`config.mk`:
```
export PLATFORM = sky130hd
export DESIGN_NAME = id_issue_ctrl_flat
export DESIGN_NICKNAME = d
export VERILOG_FILES = /design/src/rtl/id_issue_ctrl_if.sv /design/src/rtl/id_issue_ctrl.sv /design/src/flat_wrapper.sv
export SDC_FILE = /design/constraint.sdc
export NUM_CORES = 1
export LEC_CHECK = 0
export ABC_AREA = 0
export CORE_ASPECT_RATIO = 2
export CORE_MARGIN = 8
export CORE_UTILIZATION = 25
export DETAILED_ROUTE_END_ITERATION = 16
export RECOVER_POWER = 50
export SYNTH_ARGS = -nofsm -noshare
export SYNTH_HDL_FRONTEND = slang
export SYNTH_SLANG_ARGS = --single-unit
export TNS_END_PERCENT = 1
```
`constraint.sdc`:
```
create_clock -name clk -period 5.3 [get_ports clk]
set_input_delay 0.53 -clock clk [delete_from_list [all_inputs] [get_ports clk]]
set_output_delay 0.53 -clock clk [all_outputs]
set_load 0.02 [all_outputs]
```
`src/rtl/id_issue_ctrl_if.sv`:
```
// Upstream (IF side) and downstream (EX side) handshake bundle of the issue stage.
// The slave modport is the issue controller's view; master is the surrounding pipeline.
interface id_issue_ctrl_if #(
    parameter int unsigned DATA_W = 32,
    parameter int unsigned AW     = 5
);
    logic              in_valid;
    logic              in_ready;
    logic [DATA_W-1:0] in_pc;
    logic              in_src1_en;
    logic              in_src2_en;
    logic [AW-1:0]     in_src1_addr;
    logic [AW-1:0]     in_src2_addr;
    logic [AW-1:0]     in_dst_addr;
    logic              in_dst_we;

    logic              out_valid;
    logic              out_ready;
    logic [DATA_W-1:0] out_pc;
    logic [DATA_W-1:0] out_src1;
    logic [DATA_W-1:0] out_src2;
    logic              out_dst_we;
    logic [AW-1:0]     out_dst_addr;

    modport slave (
        input  in_valid, in_pc, in_src1_en, in_src2_en,
               in_src1_addr, in_src2_addr, in_dst_addr, in_dst_we,
        output in_ready,
        output out_valid, out_pc, out_src1, out_src2, out_dst_we, out_dst_addr,
        input  out_ready
    );

    modport master (
        output in_valid, in_pc, in_src1_en, in_src2_en,
               in_src1_addr, in_src2_addr, in_dst_addr, in_dst_we,
        input  in_ready,
        input  out_valid, out_pc, out_src1, out_src2, out_dst_we, out_dst_addr,
        output out_ready
    );
endinterface

```
`src/rtl/id_issue_ctrl.sv`:
```
// Decode/issue stage: holds one instruction, resolves operands through forwarding,
// and stalls on RAW or pending-write-counter saturation hazards.
module id_issue_ctrl #(
    parameter int unsigned DATA_W = 32,
    parameter int unsigned AW     = 5,
    parameter int unsigned CNT_W  = 2,
    parameter int unsigned NFWD   = 3
) (
    input  logic                   clk,
    input  logic                   resetn,
    id_issue_ctrl_if.slave         bus,
    output logic [AW-1:0]          rf_raddr1,
    output logic [AW-1:0]          rf_raddr2,
    input  logic [DATA_W-1:0]      rf_rdata1,
    input  logic [DATA_W-1:0]      rf_rdata2,
    input  logic [NFWD-1:0]        fwd_valid,
    input  logic [NFWD-1:0]        fwd_ready,
    input  logic [NFWD*AW-1:0]     fwd_addr,
    input  logic [NFWD*DATA_W-1:0] fwd_data,
    input  logic                   wb_release,
    input  logic [AW-1:0]          wb_addr,
    input  logic                   flush
);
    localparam int unsigned NREG = 1 << AW;
    localparam logic [CNT_W-1:0] CMAX = '1;

    typedef enum logic {S_EMPTY, S_HELD} state_e;

    state_e            state_q, state_d;
    logic [DATA_W-1:0] pc_q;
    logic              src1_en_q, src2_en_q, dst_we_q;
    logic [AW-1:0]     src1_addr_q, src2_addr_q, dst_addr_q;
    logic [CNT_W-1:0]  cnt_q [NREG];
    logic [CNT_W-1:0]  cnt_d [NREG];

    logic              in_fire, issue, ready_go, out_valid_c, in_ready_c, sat_haz;
    logic              src_en    [2];
    logic [AW-1:0]     src_addr  [2];
    logic [DATA_W-1:0] src_rf    [2];
    logic              m_hit     [2];
    logic              m_rdy     [2];
    logic [DATA_W-1:0] m_data    [2];
    logic              src_haz   [2];
    logic [DATA_W-1:0] src_val   [2];
    logic              inc_hit, dec_hit;

    assign src_en[0]   = src1_en_q;
    assign src_en[1]   = src2_en_q;
    assign src_addr[0] = src1_addr_q;
    assign src_addr[1] = src2_addr_q;
    assign src_rf[0]   = rf_rdata1;
    assign src_rf[1]   = rf_rdata2;

    // Youngest matching forward port wins: scan oldest to youngest so later hits override.
    always_comb begin
        for (int s = 0; s < 2; s++) begin
            m_hit[s]  = 1'b0;
            m_rdy[s]  = 1'b0;
            m_data[s] = '0;
            for (int i = int'(NFWD) - 1; i >= 0; i--) begin
                if (fwd_valid[i] && fwd_addr[i*AW +: AW] == src_addr[s]) begin
                    m_hit[s]  = 1'b1;
                    m_rdy[s]  = fwd_ready[i];
                    m_data[s] = fwd_data[i*DATA_W +: DATA_W];
                end
            end
            src_haz[s] = src_en[s] && (src_addr[s] != '0) &&
                         (m_hit[s] ? !m_rdy[s] : (cnt_q[src_addr[s]] != '0));
            if (src_addr[s] == '0)
                src_val[s] = '0;
            else if (m_hit[s])
                src_val[s] = m_data[s];
            else
                src_val[s] = src_rf[s];
        end
    end

    assign sat_haz     = dst_we_q && (dst_addr_q != '0) && (cnt_q[dst_addr_q] == CMAX);
    assign ready_go    = (state_q == S_HELD) && !src_haz[0] && !src_haz[1] && !sat_haz;
    assign out_valid_c = ready_go && !flush;
    assign issue       = out_valid_c && bus.out_ready;
    assign in_ready_c  = (state_q == S_EMPTY) || (ready_go && bus.out_ready);
    assign in_fire     = bus.in_valid && in_ready_c;

    always_comb begin
        state_d = state_q;
        if (in_fire)
            state_d = S_HELD;
        else if (issue || flush)
            state_d = S_EMPTY;
    end

    always_ff @(posedge clk or negedge resetn) begin
        if (!resetn)
            state_q <= S_EMPTY;
        else
            state_q <= state_d;
    end

    // Held instruction fields carry no reset; stage-valid alone qualifies them.
    always_ff @(posedge clk) begin
        if (in_fire) begin
            pc_q        <= bus.in_pc;
            src1_en_q   <= bus.in_src1_en;
            src2_en_q   <= bus.in_src2_en;
            src1_addr_q <= bus.in_src1_addr;
            src2_addr_q <= bus.in_src2_addr;
            dst_addr_q  <= bus.in_dst_addr;
            dst_we_q    <= bus.in_dst_we;
        end
    end

    // Pending-write scoreboard; a release on an empty counter is dropped.
    assign inc_hit = issue && dst_we_q && (dst_addr_q != '0);
    assign dec_hit = wb_release && (wb_addr != '0) && (cnt_q[wb_addr] != '0);

    always_comb begin
        for (int unsigned r = 0; r < NREG; r++) begin
            cnt_d[r] = cnt_q[r];
            if (r != 0) begin
                if (inc_hit && dst_addr_q == AW'(r) && !(dec_hit && wb_addr == AW'(r)))
                    cnt_d[r] = cnt_q[r] + CNT_W'(1);
                else if (dec_hit && wb_addr == AW'(r) && !(inc_hit && dst_addr_q == AW'(r)))
                    cnt_d[r] = cnt_q[r] - CNT_W'(1);
            end
        end
    end

    always_ff @(posedge clk or negedge resetn) begin
        if (!resetn) begin
            for (int unsigned r = 0; r < NREG; r++)
                cnt_q[r] <= '0;
        end else begin
            for (int unsigned r = 0; r < NREG; r++)
                cnt_q[r] <= cnt_d[r];
        end
    end

    assign rf_raddr1        = src1_addr_q;
    assign rf_raddr2        = src2_addr_q;
    assign bus.in_ready     = in_ready_c;
    assign bus.out_valid    = out_valid_c;
    assign bus.out_pc       = pc_q;
    assign bus.out_src1     = src_val[0];
    assign bus.out_src2     = src_val[1];
    assign bus.out_dst_we   = dst_we_q;
    assign bus.out_dst_addr = dst_addr_q;
endmodule

```
`src/flat_wrapper.sv`:
```
// flat-port wrapper written by rule: the top's interface ports become plain ports
module id_issue_ctrl_flat 
#(
    parameter int unsigned DATA_W = 32,
    parameter int unsigned AW     = 5,
    parameter int unsigned CNT_W  = 2,
    parameter int unsigned NFWD   = 3
)
  (clk, resetn, rf_raddr1, rf_raddr2, rf_rdata1, rf_rdata2, fwd_valid, fwd_ready, fwd_addr, fwd_data, wb_release, wb_addr, flush, bus_in_valid, bus_in_pc, bus_in_src1_en, bus_in_src2_en, bus_in_src1_addr, bus_in_src2_addr, bus_in_dst_addr, bus_in_dst_we, bus_in_ready, bus_out_valid, bus_out_pc, bus_out_src1, bus_out_src2, bus_out_dst_we, bus_out_dst_addr, bus_out_ready);
  id_issue_ctrl_if #(.DATA_W(DATA_W), .AW(AW)) bus_i ();
  input  logic clk;
  input  logic resetn;
  output logic [AW-1:0] rf_raddr1;
  output logic [AW-1:0] rf_raddr2;
  input  logic [DATA_W-1:0] rf_rdata1;
  input  logic [DATA_W-1:0] rf_rdata2;
  input  logic [NFWD-1:0] fwd_valid;
  input  logic [NFWD-1:0] fwd_ready;
  input  logic [NFWD*AW-1:0] fwd_addr;
  input  logic [NFWD*DATA_W-1:0] fwd_data;
  input  logic wb_release;
  input  logic [AW-1:0] wb_addr;
  input  logic flush;
  input wire logic [$bits(bus_i.in_valid)-1:0] bus_in_valid;
  input wire logic [$bits(bus_i.in_pc)-1:0] bus_in_pc;
  input wire logic [$bits(bus_i.in_src1_en)-1:0] bus_in_src1_en;
  input wire logic [$bits(bus_i.in_src2_en)-1:0] bus_in_src2_en;
  input wire logic [$bits(bus_i.in_src1_addr)-1:0] bus_in_src1_addr;
  input wire logic [$bits(bus_i.in_src2_addr)-1:0] bus_in_src2_addr;
  input wire logic [$bits(bus_i.in_dst_addr)-1:0] bus_in_dst_addr;
  input wire logic [$bits(bus_i.in_dst_we)-1:0] bus_in_dst_we;
  output wire logic [$bits(bus_i.in_ready)-1:0] bus_in_ready;
  output wire logic [$bits(bus_i.out_valid)-1:0] bus_out_valid;
  output wire logic [$bits(bus_i.out_pc)-1:0] bus_out_pc;
  output wire logic [$bits(bus_i.out_src1)-1:0] bus_out_src1;
  output wire logic [$bits(bus_i.out_src2)-1:0] bus_out_src2;
  output wire logic [$bits(bus_i.out_dst_we)-1:0] bus_out_dst_we;
  output wire logic [$bits(bus_i.out_dst_addr)-1:0] bus_out_dst_addr;
  input wire logic [$bits(bus_i.out_ready)-1:0] bus_out_ready;
  assign bus_i.in_valid = bus_in_valid;
  assign bus_i.in_pc = bus_in_pc;
  assign bus_i.in_src1_en = bus_in_src1_en;
  assign bus_i.in_src2_en = bus_in_src2_en;
  assign bus_i.in_src1_addr = bus_in_src1_addr;
  assign bus_i.in_src2_addr = bus_in_src2_addr;
  assign bus_i.in_dst_addr = bus_in_dst_addr;
  assign bus_i.in_dst_we = bus_in_dst_we;
  assign bus_in_ready = bus_i.in_ready;
  assign bus_out_valid = bus_i.out_valid;
  assign bus_out_pc = bus_i.out_pc;
  assign bus_out_src1 = bus_i.out_src1;
  assign bus_out_src2 = bus_i.out_src2;
  assign bus_out_dst_we = bus_i.out_dst_we;
  assign bus_out_dst_addr = bus_i.out_dst_addr;
  assign bus_i.out_ready = bus_out_ready;
  id_issue_ctrl #(.DATA_W(DATA_W), .AW(AW), .CNT_W(CNT_W), .NFWD(NFWD)) u_core (.clk(clk), .resetn(resetn), .bus(bus_i), .rf_raddr1(rf_raddr1), .rf_raddr2(rf_raddr2), .rf_rdata1(rf_rdata1), .rf_rdata2(rf_rdata2), .fwd_valid(fwd_valid), .fwd_ready(fwd_ready), .fwd_addr(fwd_addr), .fwd_data(fwd_data), .wb_release(wb_release), .wb_addr(wb_addr), .flush(flush));
endmodule
```
Word-level counts from Yosys, hierarchy flattened
Index checks and enable logic that the tools add are counted.

Register bits after elaboration: 113. Input bits: 242. Output and inout bits: 114. Word-level logic and storage cells: 537.

Add/subtract/negate cells: 62. Order comparisons: 4. Eq/ne operators: 69. Multiplexer cells: 100. Bitwise gates (word level): 5. Reductions and logical operators: 258.

Operators by type and width (count): 32-bit two-way mux (10); 5-bit == test, second input constant (32); 1-bit logical AND (147); 2-bit two-way mux (70); 5-bit by 4-bit == test with 1-bit output, second input constant (16); 2-bit nonzero test (35); 1-bit zero test (68); 2-bit by 1-bit adder with 2-bit output, second input constant (31); 2-bit by 1-bit subtractor with 2-bit output, second input constant (31); 2-bit binary-select mux with 5-bit select (4); 5-bit by 3-bit == test with 1-bit output, second input constant (8); 5-bit == test (6); 6-bit >= comparator, second input constant (4); 5-bit inverter with 6-bit output (4); 5-bit by 2-bit == test with 1-bit output, second input constant (4); 5-bit nonzero test (4); 1-bit two-way mux (16); 5-bit by 1-bit == test with 1-bit output, second input constant (2); 5-bit zero test (2); 2-bit == test, second input constant (1); 1-bit logical OR (2); 1-bit inverter (1).

Logic depth before layout (Yosys ltp)
Depth after elaboration: 21. Depth in mapped cells: 16. Mapped depth without buffers: 12.

Worst setup path before layout
No wires, ideal clock.

Path type: register -> register. Start point: reg u_core.src1_addr_q[0] (netlist: u_core.rf_raddr1[0]). End point: reg u_core.dst_addr_q[0] (netlist: u_core.bus.out_dst_addr[0]) (enable). Library setup time: 412 ps. Arrival: 3848 ps. Data required time: 4888 ps. Slack: 1039 ps. Cell stages (with the launch flop): 11. Path buffers: 2. Period minus slack after synthesis: 4261 ps. Path through: edfxtp_1 buf_6 buf_6 nor3_1 a21oi_1 mux4_2 a22oi_1 o311a_1 o221ai_2 o21ai_0 and2_1.

Word-level cells in the longest chain between the ends: 15. Elaborated cells on any way between the ends: 29. Classes of those cells: eq/ne: 3; mux: 10; bitwise: 1; reduce/logical: 15.

Ends and longest elaborated chain: from (decl) (line id_issue_ctrl.sv:32) `logic [AW-1:0] src1_addr_q, src2_addr_q, dst_addr_q;`; from (signal assigned) (line id_issue_ctrl.sv:106) `src1_addr_q <= bus.in_src1_addr;`; branches (longest 7 deep; another with 5-bit inverter with 6-bit output); 1-bit logical AND * (line id_issue_ctrl.sv:67) `src_haz[s] = src_en[s] && (src_addr[s] != '0) &&`; 1-bit zero test * (line id_issue_ctrl.sv:79) `assign ready_go = (state_q == S_HELD) && !src_haz[0] && !src_haz[1] && !sat_haz;`; 1-bit logical AND * (3 in series) (line id_issue_ctrl.sv:79); 1-bit logical AND * (line id_issue_ctrl.sv:82) `assign in_ready_c = (state_q == S_EMPTY) || (ready_go && bus.out_ready);`; 1-bit logical OR * (line id_issue_ctrl.sv:82); net bus_in_ready (line flat_wrapper.sv:32) `output wire logic [$bits(bus_i.in_ready)-1:0] bus_in_ready;`; 1-bit logical AND * (line id_issue_ctrl.sv:83) `assign in_fire = bus.in_valid && in_ready_c;`; net u_core.in_fire (line id_issue_ctrl.sv:36) `logic in_fire, issue, ready_go, out_valid_c, in_ready_c, sat_haz;`; to (signal assigned) (line id_issue_ctrl.sv:108) `dst_addr_q <= bus.in_dst_addr;`; to (decl) (line id_issue_ctrl.sv:32).

Mark *: on every way through the listed nets, which the timed path passes. The select of a mux whose other input is x is not followed. A chain may end at the register's enable or synchronous reset.

Final worst setup path
Start point: reg u_core.src2_addr_q[1] (netlist: u_core.rf_raddr2[1]). End point: out bus_out_src2[0].

Word-level cells in the longest chain between the ends: 7. Elaborated cells on any way between the ends: 15. Classes of those cells: eq/ne: 3; mux: 8; reduce/logical: 4.

Ends and longest elaborated chain: from (decl) (line id_issue_ctrl.sv:32); from (signal assigned) (line id_issue_ctrl.sv:107) `src2_addr_q <= bus.in_src2_addr;`; 5-bit == test (line id_issue_ctrl.sv:61) `if (fwd_valid[i] && fwd_addr[i*AW +: AW] == src_addr[s]) begin`; 1-bit logical AND (line id_issue_ctrl.sv:61); 32-bit two-way mux / 1-bit two-way mux (equally long branches) (3 in series) (line id_issue_ctrl.sv:61); 32-bit two-way mux (line id_issue_ctrl.sv:71) `else if (m_hit[s])`; 32-bit two-way mux * (line id_issue_ctrl.sv:69) `if (src_addr[s] == '0)`; to (decl) (line flat_wrapper.sv:36) `output wire logic [$bits(bus_i.out_src2)-1:0] bus_out_src2;`.

Mark *: on every way between the ends. The rest lies on a longest branch, timed or not.

==> results.sh <==
export IMPL_die_h_um=276.2
export IMPL_hp_start="u_core.cnt_q[1]$_DFFE_PN0P_"
export IMPL_synth_top_area_share=0.1863
export IMPL_finalCoreUtilization=0.3875
export IMPL_ff2ff_path_depth=13
export IMPL_initial_utilization=0.2525
export IMPL_finalWirelength_um=40620
export IMPL_critPathRequiredTime_ns=4.77
export IMPL_nFillCells=3383
export IMPL_post_route_cells_drive_above_1_share=0.06413
export IMPL_num_nets_final=1523
export IMPL_drt_antenna_violating_nets=0
export IMPL_grt_max_degree=64
export IMPL_ys_ff_latch=113
export IMPL_drtIter0Drc=547
export IMPL_holdWs_ns=0.4940
export IMPL_dp_slack_ns=0.8161
export IMPL_drc=0
export IMPL_timing_setup_tns_ns=0
export IMPL_cts_root_buf="clkbuf_16"
export IMPL_yosys_top_cells_area="dfrtp_1 19%, edfxtp_1 18%, xor2_1 8.1%"
export IMPL_track_usage=0.1968
export IMPL_synthArstFlopShare=0.5575
export IMPL_synth_cell_types=55
export IMPL_hp_class="register to register"
export IMPL_synth_nets=1207
export IMPL_status="finished with violations"
export IMPL_grt_pass1_vias=9865
export IMPL_synth_area_per_cell_um2=9.062
export IMPL_max_freq_mhz=204.5
export IMPL_setup_slack_ns=0.4098
export IMPL_seq_area_frac_synth=0.3636
export IMPL_end_kind="output pin"
export IMPL_ctsResizeCount=0
export IMPL_p_leak_nw=4.944
export IMPL_htreeDepth=4
export IMPL_clock_sinks=113
export IMPL_gp_congestion=0.9655
export IMPL_synth_warnings=0
export IMPL_hpwl_um=31890
export IMPL_coreArea_um2=33520
export IMPL_cts_tree="built"
export IMPL_cts_made_buffers=17
export IMPL_final_min_clock_period_ns=4.890
export IMPL_synth_flop_cell="dfrtp_1"
export IMPL_firstDrtPassIters=5
export IMPL_worstReg2RegEnd="u_core.cnt_q[23]$_DFFE_PN0P_"
export IMPL_io_pins=356
export IMPL_tightest_slew_ns=3.650
export IMPL_hold_path_end="u_core.cnt_q[1]$_DFFE_PN0P_"
export IMPL_yosys_area_top_type="dfrtp_1"
export IMPL_whs_path_depth=1
export IMPL_overflow=0
export IMPL_relSlewSlack=-1.433
export IMPL_slew_violations=64
export IMPL_period_share=0.9227
export IMPL_hold_viol=0
export IMPL_critPathLaunchType="register"
export IMPL_max_cap_violations=1
export IMPL_clock_skew_ns=0.005426
export IMPL_mostFrequentLayoutCells="257 x clkdlybuf4s50_1, 97 x dlygate4sd3_1, 93 x a21oi_1"
export IMPL_cts_hold_buf=0
export IMPL_rsz0062_at_grt="no"
export IMPL_reg2reg_from="u_core.rf_raddr2[1]$_DFFE_PP_"
export IMPL_clkTransAtPathRegs_ns=0.06
export IMPL_grt_first_pass_wirelength_um=60920
export IMPL_synth_edf_count=50
export IMPL_die_x_um=146.1
export IMPL_die_area_um2=40360
export IMPL_routedWlPerCell_um=23.91
export IMPL_cts_setup_buffers=0
export IMPL_antenna_cells=0
export IMPL_syn2layout_area_growth_pct=53.45
export IMPL_critical_path_class="register to output pin"
export IMPL_synthCells=934
export IMPL_final_common_cell="clkdlybuf4s50_1"
export IMPL_power_density_nw_per_um2=333.9
export IMPL_clockBufferDepth=2
export IMPL_cp_max_fo=24
export IMPL_vias=9379
export IMPL_ir_drop_v=0.0002655
export IMPL_clock_latency_ns=0.43
export IMPL_antenna_found_initial=0
export IMPL_viasPerCell=5.520
export IMPL_rows=95
export IMPL_port_buffers=355
export IMPL_violations="capacitance limit, slew limit"
export IMPL_r2r_slack_ns=0.79
export IMPL_synth_area_um2=8464
export IMPL_setup_viol=0
export IMPL_worstPathArrival_ns=4.36
==> power breakdown <==
group	switching [mW]	internal [mW]	leakage [nW]
clock network	0.438	0.692	0.268
registers	0.445	1.19	1.29
logic	0.809	0.768	3.38
total	1.69	2.65	4.94
==> critical path, stage by stage (launching register included) <==
cell	delay, ns
edfxtp_1	0.99
xor2_1	0.20
nor4_1	0.41
nand3_2	0.33
o211ai_1	0.45
buf_12	0.25
o221ai_1	0.13
a21oi_1	0.45
clkdlybuf4s50_1	0.71
==> logic make-up after synthesis <==
kind of cell               share of synthesized area
DFF                                           0.3636
muxes                                        0.02882
and+or+nand+nor                               0.1502
adders and majority gates                    0.04582
buffers and inverters                        0.04893
AOI/OAI and AO/OA                             0.2353
xor gates and xnor gates                      0.1273
==> flip-flops by register name (all words and copies together), names as in the netlist <==
signal	flops
u_core.src1_en_q	1
u_core.cnt_q	62
u_core.rf_raddr1	5
u_core.state_q	1
u_core.bus.out_pc	32
u_core.rf_raddr2	5
u_core.bus.out_dst_addr	5
u_core.bus.out_dst_we	1
u_core.src2_en_q	1
==> area by class of cell <==
type	count	area (um2)	share of cell area
Multi-Input combinational cell	724	4977	0.3832
Timing Repair Buffer	382	3760	0.2895
Sequential cell	113	3078	0.2370
Tap cell	436	545.5	0.04200
Clock buffer	17	425.4	0.03275
Clock inverter	15	157.7	0.01214
Inverter	12	45.04	0.003468
==> worst max-delay path by stage <==
stage | depth (start not counted) | start | end
2_1_floorplan | 10 | u_core.rf_raddr1[0]$_DFFE_PP_ | u_core.bus.out_dst_addr[0]$_DFFE_PP_
3_3_place_gp | 15 | fwd_addr[1] | u_core.cnt_q[23]$_DFFE_PN0P_
3_5_place_dp | 14 | fwd_addr[1] | u_core.cnt_q[23]$_DFFE_PN0P_
4_1_cts | 8 | u_core.rf_raddr2[1]$_DFFE_PP_ | bus_out_src2[0]
5_1_grt | 9 | u_core.rf_raddr2[1]$_DFFE_PP_ | bus_in_ready
6_report | 8 | u_core.rf_raddr2[1]$_DFFE_PP_ | bus_out_src2[0]
==> metal layers <==
layer	track usage	wire length, um
met1	0.1832	13390
met2	0.3547	20680
met3	0.05857	3506
met4	0.1490	3040
met5	0	0
==> cells in the mapped netlist, types with 3 or more instances <==
| cell | count |
|---|---|
| o211ai_1 | 7 |
| mux2_2 | 3 |
| nor3_1 | 50 |
| mux2i_1 | 3 |
| nor2_1 | 74 |
| nand2_1 | 55 |
| nand4_1 | 3 |
| o21ai_0 | 13 |
| nor2b_1 | 5 |
| o2111ai_1 | 4 |
| a311o_1 | 3 |
| o22ai_1 | 68 |
| edfxtp_1 | 50 |
| o311a_1 | 3 |
| a211oi_1 | 9 |
| dfrtp_1 | 63 |
| buf_6 | 3 |
| buf_2 | 22 |
| nor3b_1 | 5 |
| o221ai_1 | 66 |
| nor4_2 | 3 |
| xnor2_1 | 45 |
| a311oi_1 | 4 |
| inv_1 | 12 |
| nor4_1 | 21 |
| or2_2 | 5 |
| a2111oi_0 | 3 |
| o311ai_0 | 4 |
| nand2b_1 | 9 |
| a21oi_1 | 93 |
| buf_1 | 9 |
| clkbuf_1 | 51 |
| mux4_2 | 8 |
| and2_1 | 4 |
| ha_1 | 31 |
| nand3_1 | 18 |
| xor2_1 | 78 |
==> per-stage QoR <==
step	total power [mW]	cell area, um2	instances
after detailed placement	3.219	12420	1667
final	4.337	12990	1699
after floorplan	2.416	8464	934
after global placement	3.197	12420	1667
after CTS	4.371	13000	1699
after global routing	4.546	12990	1699
No activity file was read; power rests on OpenSTA's default activity.
